--- config.mk ---
export PLATFORM = sky130hd
export DESIGN_NAME = serial_wb_master
export DESIGN_NICKNAME = d
export VERILOG_FILES = /design/src/rtl/serial_wb_master.sv
export SDC_FILE = /design/constraint.sdc
export NUM_CORES = 1
export LEC_CHECK = 0
export BUFFER_PORTS_ARGS = -buffer_cell sky130_fd_sc_hd__buf_2
export CORE_ASPECT_RATIO = 1.5
export CORE_MARGIN = 4
export CORE_UTILIZATION = 60
export CTS_BUF_LIST = sky130_fd_sc_hd__clkbuf_8
export CTS_CLUSTER_DIAMETER = 60
export DETAILED_ROUTE_END_ITERATION = 16
export PLACE_DENSITY = 0.91
export SYNTH_ARGS = -nofsm -noshare
export SYNTH_HDL_FRONTEND = slang
export SYNTH_SLANG_ARGS = --single-unit
--- constraint.sdc ---
create_clock -name clk -period 7.4 [get_ports clk]
set_clock_uncertainty 0.15 [all_clocks]
set_input_delay 1.11 -clock clk [delete_from_list [all_inputs] [get_ports clk]]
set_output_delay 1.11 -clock clk [all_outputs]
set_load 0.02 [all_outputs]
--- src/rtl/serial_wb_master.sv ---
// Byte-stream command parser driving a Wishbone classic master.
// Frames: opcode, address, count (0 = 256), then write data; reads stream back on m_axis.
module serial_wb_master #(
    parameter int unsigned ACK_TIMEOUT = 255
) (
    input  logic       clk,
    input  logic       sreset,
    input  logic       s_axis_tvalid,
    output logic       s_axis_tready,
    input  logic [7:0] s_axis_tdata,
    output logic       m_axis_tvalid,
    input  logic       m_axis_tready,
    output logic [7:0] m_axis_tdata,
    output logic       m_axis_tlast,
    output logic       wb_cyc,
    output logic       wb_stb,
    output logic       wb_we,
    output logic [7:0] wb_adr,
    output logic [7:0] wb_dat_o,
    input  logic [7:0] wb_dat_i,
    input  logic       wb_ack,
    output logic       timeout_err,
    output logic       busy,
    output logic [2:0] dbg_state_o
);

    typedef enum logic [2:0] {
        S_OP    = 3'd0,
        S_ADDR  = 3'd1,
        S_COUNT = 3'd2,
        S_WDATA = 3'd3,
        S_WB_WR = 3'd4,
        S_WB_RD = 3'd5,
        S_RDATA = 3'd6
    } state_t;

    localparam logic [15:0] TMO_LAST = 16'(ACK_TIMEOUT - 1);

    state_t      state_q, state_d;
    logic        is_wr_q, is_wr_d;
    logic [7:0]  adr_q, adr_d;
    logic [7:0]  dat_q, dat_d;
    logic [7:0]  rdat_q, rdat_d;
    logic [8:0]  rem_q, rem_d;
    logic [15:0] tmo_q, tmo_d;
    logic        err_q, err_d;
    logic        s_fire;

    // Both streams: a byte moves on a rising edge where tvalid && tready are high;
    // the source holds tdata (and tlast) stable while tvalid is high and tready is low.
    always_comb begin
        s_axis_tready = 1'b0;
        if (!sreset) begin
            case (state_q)
                S_OP, S_ADDR, S_COUNT, S_WDATA: s_axis_tready = 1'b1;
                default:                        s_axis_tready = 1'b0;
            endcase
        end
    end

    assign s_fire = s_axis_tvalid && s_axis_tready;

    always_comb begin
        state_d = state_q;
        is_wr_d = is_wr_q;
        adr_d   = adr_q;
        dat_d   = dat_q;
        rdat_d  = rdat_q;
        rem_d   = rem_q;
        tmo_d   = tmo_q;
        err_d   = err_q;
        case (state_q)
            S_OP: begin
                if (s_fire && (s_axis_tdata == 8'h00 || s_axis_tdata == 8'h01)) begin
                    is_wr_d = s_axis_tdata[0];
                    state_d = S_ADDR;
                end
            end
            S_ADDR: begin
                if (s_fire) begin
                    adr_d   = s_axis_tdata;
                    state_d = S_COUNT;
                end
            end
            S_COUNT: begin
                if (s_fire) begin
                    rem_d   = (s_axis_tdata == 8'h00) ? 9'd256 : {1'b0, s_axis_tdata};
                    tmo_d   = 16'd0;
                    state_d = is_wr_q ? S_WDATA : S_WB_RD;
                end
            end
            S_WDATA: begin
                if (s_fire) begin
                    dat_d   = s_axis_tdata;
                    tmo_d   = 16'd0;
                    state_d = S_WB_WR;
                end
            end
            S_WB_WR: begin
                if (wb_ack) begin
                    rem_d   = rem_q - 9'd1;
                    state_d = (rem_q == 9'd1) ? S_OP : S_WDATA;
                end else if (tmo_q == TMO_LAST) begin
                    // Give up on the whole burst; leftover data bytes get parsed as opcodes.
                    err_d   = 1'b1;
                    state_d = S_OP;
                end else begin
                    tmo_d = tmo_q + 16'd1;
                end
            end
            S_WB_RD: begin
                if (wb_ack) begin
                    rdat_d  = wb_dat_i;
                    state_d = S_RDATA;
                end else if (tmo_q == TMO_LAST) begin
                    err_d   = 1'b1;
                    state_d = S_OP;
                end else begin
                    tmo_d = tmo_q + 16'd1;
                end
            end
            S_RDATA: begin
                if (m_axis_tready) begin
                    rem_d   = rem_q - 9'd1;
                    tmo_d   = 16'd0;
                    state_d = (rem_q == 9'd1) ? S_OP : S_WB_RD;
                end
            end
            default: state_d = S_OP;
        endcase
    end

    always_ff @(posedge clk) begin
        if (sreset) begin
            state_q <= S_OP;
            is_wr_q <= 1'b0;
            adr_q   <= 8'h00;
            dat_q   <= 8'h00;
            rdat_q  <= 8'h00;
            rem_q   <= 9'd0;
            tmo_q   <= 16'd0;
            err_q   <= 1'b0;
        end else begin
            state_q <= state_d;
            is_wr_q <= is_wr_d;
            adr_q   <= adr_d;
            dat_q   <= dat_d;
            rdat_q  <= rdat_d;
            rem_q   <= rem_d;
            tmo_q   <= tmo_d;
            err_q   <= err_d;
        end
    end

    assign wb_cyc        = (state_q == S_WB_WR) || (state_q == S_WB_RD);
    assign wb_stb        = wb_cyc;
    assign wb_we         = (state_q == S_WB_WR);
    assign wb_adr        = adr_q;
    assign wb_dat_o      = dat_q;
    assign m_axis_tvalid = (state_q == S_RDATA);
    assign m_axis_tlast  = m_axis_tvalid && (rem_q == 9'd1);
    assign m_axis_tdata  = rdat_q;
    assign timeout_err   = err_q;
    assign busy          = (state_q != S_OP);
    assign dbg_state_o   = state_q;

endmodule
**Word-level counts from Yosys, hierarchy flattened**

Cells that the tools add are included.

- Logic and storage cells: 74
- Output and inout port bits: 35
- Register bits: 54

- Bitwise logic cells: 1
- Multiplexer cells: 24
- Equal/unequal tests: 18
- Reduce and logical (&&, ||, !) cells: 21
- $add $sub $neg: 2

Operators by type and width:

| kind | number |
|---|---|
| 16-bit two-way mux | 4 |
| 16-bit case mux with 3 select lines | 1 |
| 9-bit two-way mux | 4 |
| 3-bit two-way mux | 10 |
| 9-bit case mux with 3 select lines | 1 |
| 3-bit case mux with 7 select lines | 1 |
| 16-bit by 1-bit adder with 16-bit output (second input constant) | 1 |
| 16-bit by 8-bit equality test with 1-bit output (second input constant) | 1 |
| 2-bit != test (second input constant) | 6 |
| 5-bit AND reduction | 2 |
| 3-bit equality test (second input constant) | 3 |
| 9-bit by 1-bit equality test with 1-bit output (second input constant) | 1 |
| 3-bit nonzero test | 3 |
| 9-bit by 1-bit subtractor with 9-bit output (second input constant) | 1 |
| 8-bit by 1-bit equality test with 1-bit output (second input constant) | 1 |
| 8-bit logical NOT | 1 |
| 2-bit AND reduction | 4 |
| 3-bit by 2-bit equality test with 1-bit output (second input constant) | 2 |
| 2-bit by 1-bit != test with 1-bit output (second input constant) | 3 |
| 4-bit AND reduction | 1 |
| 2-bit OR reduction | 2 |
| 4-bit OR reduction | 1 |
| 3-bit by 1-bit equality test with 1-bit output (second input constant) | 1 |
| 1-bit logical AND | 3 |
| other kinds (6) | 8 |

**Logic depth before layout (Yosys ltp)**

- Depth after elaboration: 8
- Gate-level depth with buffers: 10
- Depth with buffers taken out: 7

**Worst setup path after synthesis**

Ideal clock, no wire load.

- Kind: input -> output
- Start point: input port sreset
- End point: output port s_axis_tready
- Buffers on the path: 2
- Data arrival time: 1.719 ns
- Stages: 3
- Required time: 6.140 ns
- Slack: 4.421 ns
- Cell sequence: buf_6 clkbuf_1 nor2_1

- Longest elaborated chain between the ends: 1

Ends and longest elaborated chain:

| element | RTL line | text |
|---|---|---|
| from (decl) | 7 | `input logic sreset,` |
| 1-bit two-way mux | 53 | `if (!sreset) begin` |
| to (decl) | 9 | `output logic s_axis_tready,` |

Every way passes these cells.

**Final worst setup path**

- Start point: register state_q[1] (netlist: dbg_state_o[1])
- End point: output port s_axis_tready

- Longest elaborated chain between the ends: 4
- Elaborated cells between the ends (all ways): 7
- Those cells by class: eq/ne (3); mux (2); reduce/logical (2)

Ends and longest elaborated chain:

| element | RTL line | text |
|---|---|---|
| from (decl) | 39 | `state_t state_q, state_d;` |
| from (signal assigned) | 144 | `state_q <= state_d;` |
| 3-bit by 2-bit equality test with 1-bit output, or another cell as far along | 54 | `case (state_q)` |
| 4-bit OR reduction * | 54 |  |
| 1-bit two-way mux * | 54 |  |
| 1-bit two-way mux * | 53 |  |

Every way passes the cells marked *; elsewhere a longest branch is shown, timed or not.

==> impl_metrics.ini <==
[drt]
wl_mm = 6.74
ant_nets = 0
viasPerCell = 6.13
drc = 0
drt_iter0_drc = 135
avgRoutedWirePerCell_um = 15.7
dr.pass1.iters = 4
vias = 2628

[clock_tree]
clockBufferDepth = 2
clockRootBuffer = clkbuf_8
clk_latency_ns = 0.31
cts_sinks = 54
htreeDepth = 2
clk_pin_slew_ns = 0.10
cts_tree = yes
ctsHoldBuffers = 0
numCtsBuffers = 5
cts_resized = 0
post_cts_buffers = 0

[grt]
grt_max_degree = 44
grt_pass1_vias = 2464
antenna_found_initial = 0
grt_pass1_wl_mm = 11.2
grt_usage = 0.237
grt_overflow = 0

[sta]
finalMaxSlewViolations = 0
worst_pin_slew_ns = 0.767
finalSetupTns_ns = 0
rsz0062_at_grt = false
max_slew_margin = 0.489
finalCriticalPeriod_ns = 3.25
holdWs_ns = 0.308
postLayoutSetupSlackWorst_ns = 4.15
hold_viol_final = 0
setup-violations-final = 0
clock.fmax_mhz = 308
post-route-period-util = 0.439

[floorplanning]
die_h_um = 90.9
io_pins = 56
core_um2 = 4320
rows = 29
start_util = 0.637
die_width_um = 63.3
dieArea_um2 = 5760

[worst_setup_path]
required_ns = 6.14
cpMostUsedCell = nor2_1
max_stage_delay_ns = 0.67
cp_top_family = flip-flops
cp-start-kind = flip-flop
r2r_cells = 7
crit_path_end_kind = primary output
critPathBufInv = 2
cp_num_cells = 5
criticalPathCategory = reg2out
crit_path_cell_trace = inv_1 > ha_1 > nor2_1 > nor2_1 > buf_2
crit_slowest_cell = dfxtp_1
cp_max_fo = 13
cp_data_arrival_time_ns = 1.99

[yosys]
synthArstFlopShare = 0
synthesis.nets = 365
yosysMostFrequentCell = dfxtp_1
yosysUniqueCellTypes = 51
synth_area_um2 = 2750
avgSynthCellArea_um2 = 8.16
yosysWarnings = 0
synthTopCellsByArea = dfxtp_1 (39%), mux2i_1 (7.3%), a21oi_1 (6.0%), nand2_1 (5.5%), nor2_1 (5.0%)
yosysTopAreaCellShare = 0.393
ys_ff_latch = 54
synthCells = 337
yosysTopAreaCell = dfxtp_1
synth_edf_count = 0
yosysSeqAreaShare = 0.393
synth_common_cells = dfxtp_1 (54), nand2_1 (40), nor2_1 (37)
ys.flop_type = dfxtp_1

[power]
power.density_nw_per_um2 = 154
finalPower_w = 0.000478
peakVddDrop_uv = 163
p_leak_nw = 1.27

[job]
cap_violations = 0

[placed_design]
gp_congestion = 0.887
dp_cells = 421
port_buffers = 55
pre_cts_ws_ns = 4.09
hpwl_mm = 4.97

[hold_path]
hold_path_depth = 2
hp-class = reg2reg

[layout]
fin_cells = 429
antenna-diode-count = 0
drive_gt1_frac = 0.188
fin_nets = 410
regArea_um2 = 1080
fill_cells = 353
synthToLayoutAreaGrowth_pct = 12.5
multi_input_area_um2 = 1540

[status]
status = complete, no violations
==> per-layer routing <==
| layer | vias to the layer above | part of all wire | track usage |
|---|---|---|---|
| met5 | - | 0 | 0 |
| met4 | 0 | 0.035 | 0.130 |
| met3 | 20 | 0.042 | 0.0395 |
| met2 | 81 | 0.54 | 0.434 |
| met1 | 1240 | 0.38 | 0.254 |
| li1 | 1287 | - | - |
==> worst paths after layout <==
path         slack (ns)                      endpoint                          from
max                4.15                 s_axis_tready   dbg_state_o[1]$_SDFFE_PP0P_
max reg2reg        4.34        tmo_q[15]$_SDFFE_PP0P_   dbg_state_o[1]$_SDFFE_PP0P_
min reg2reg        0.31  m_axis_tdata[3]$_SDFFE_PP0P_  m_axis_tdata[3]$_SDFFE_PP0P_
min                0.31  m_axis_tdata[3]$_SDFFE_PP0P_  m_axis_tdata[3]$_SDFFE_PP0P_
==> worst register-to-register path, cell delays in order (launching register included) <==
cell	delay [ns]
dfxtp_1	0.67
inv_1	0.28
ha_1	0.38
nor4b_1	0.20
a41oi_2	0.32
nand4_1	0.39
or3_1	0.47
a21oi_1	0.15
==> through the flow <==
step                      utilization  instance area [um^2]
after detailed placement        0.696                  3000
after global placement          0.696                  3000
final                           0.717                  3090
after global routing            0.717                  3090
after CTS                       0.717                  3090
after floorplan                     -                  2750
==> kinds of logic after synthesis <==
logic type,count (synthesis),synth area share
xor gates and xnor gates,4,0.0127
buffers and inverters,30,0.0482
adders and majority gates,7,0.0318
and+or+nand+nor,147,0.276
DFF,54,0.393
AOI/OAI and AO/OA,74,0.161
muxes,21,0.0769
==> state kept, by name, summed over array words and instances, names as in the netlist <==
name and count:
rem_q 9, wb_adr 8, timeout_err 1, tmo_q 16
dbg_state_o 3, wb_dat_o 8, m_axis_tdata 8, is_wr_q 1
==> layout by cell type, fill, tap and decap left out, types with 4 or more instances in the layout <==
cell | netlist | layout
a21oi_1 | 33 | 33
and3_1 | 6 | 6
buf_2 | 7 | 55
clkbuf_8 | 0 | 5
dfxtp_1 | 54 | 54
ha_1 | 7 | 7
inv_1 | 10 | 10
mux2i_1 | 20 | 20
nand2_1 | 40 | 40
nand3_1 | 12 | 12
nand4_1 | 8 | 8
nor2_1 | 37 | 37
nor3_1 | 6 | 6
nor4_1 | 4 | 4
o21ai_0 | 20 | 20
or3_1 | 11 | 11
==> power breakdown <==
group          switching, W  leakage, nW  internal, W
sequential      0.000000402        0.435     0.000291
combinational     0.0000147        0.794   0.00000765
clock             0.0000981       0.0441    0.0000666
==> final cells by class <==
type                    instances  share of cell area
clock buffers                   5              0.0222
clock inverters                 3             0.00687
inverters                      12              0.0146
multi-input cells             253               0.497
flip-flops and latches         54               0.349
well taps                      46              0.0186
repair buffers                 56              0.0914
Power figures use the tool's default switching activity.
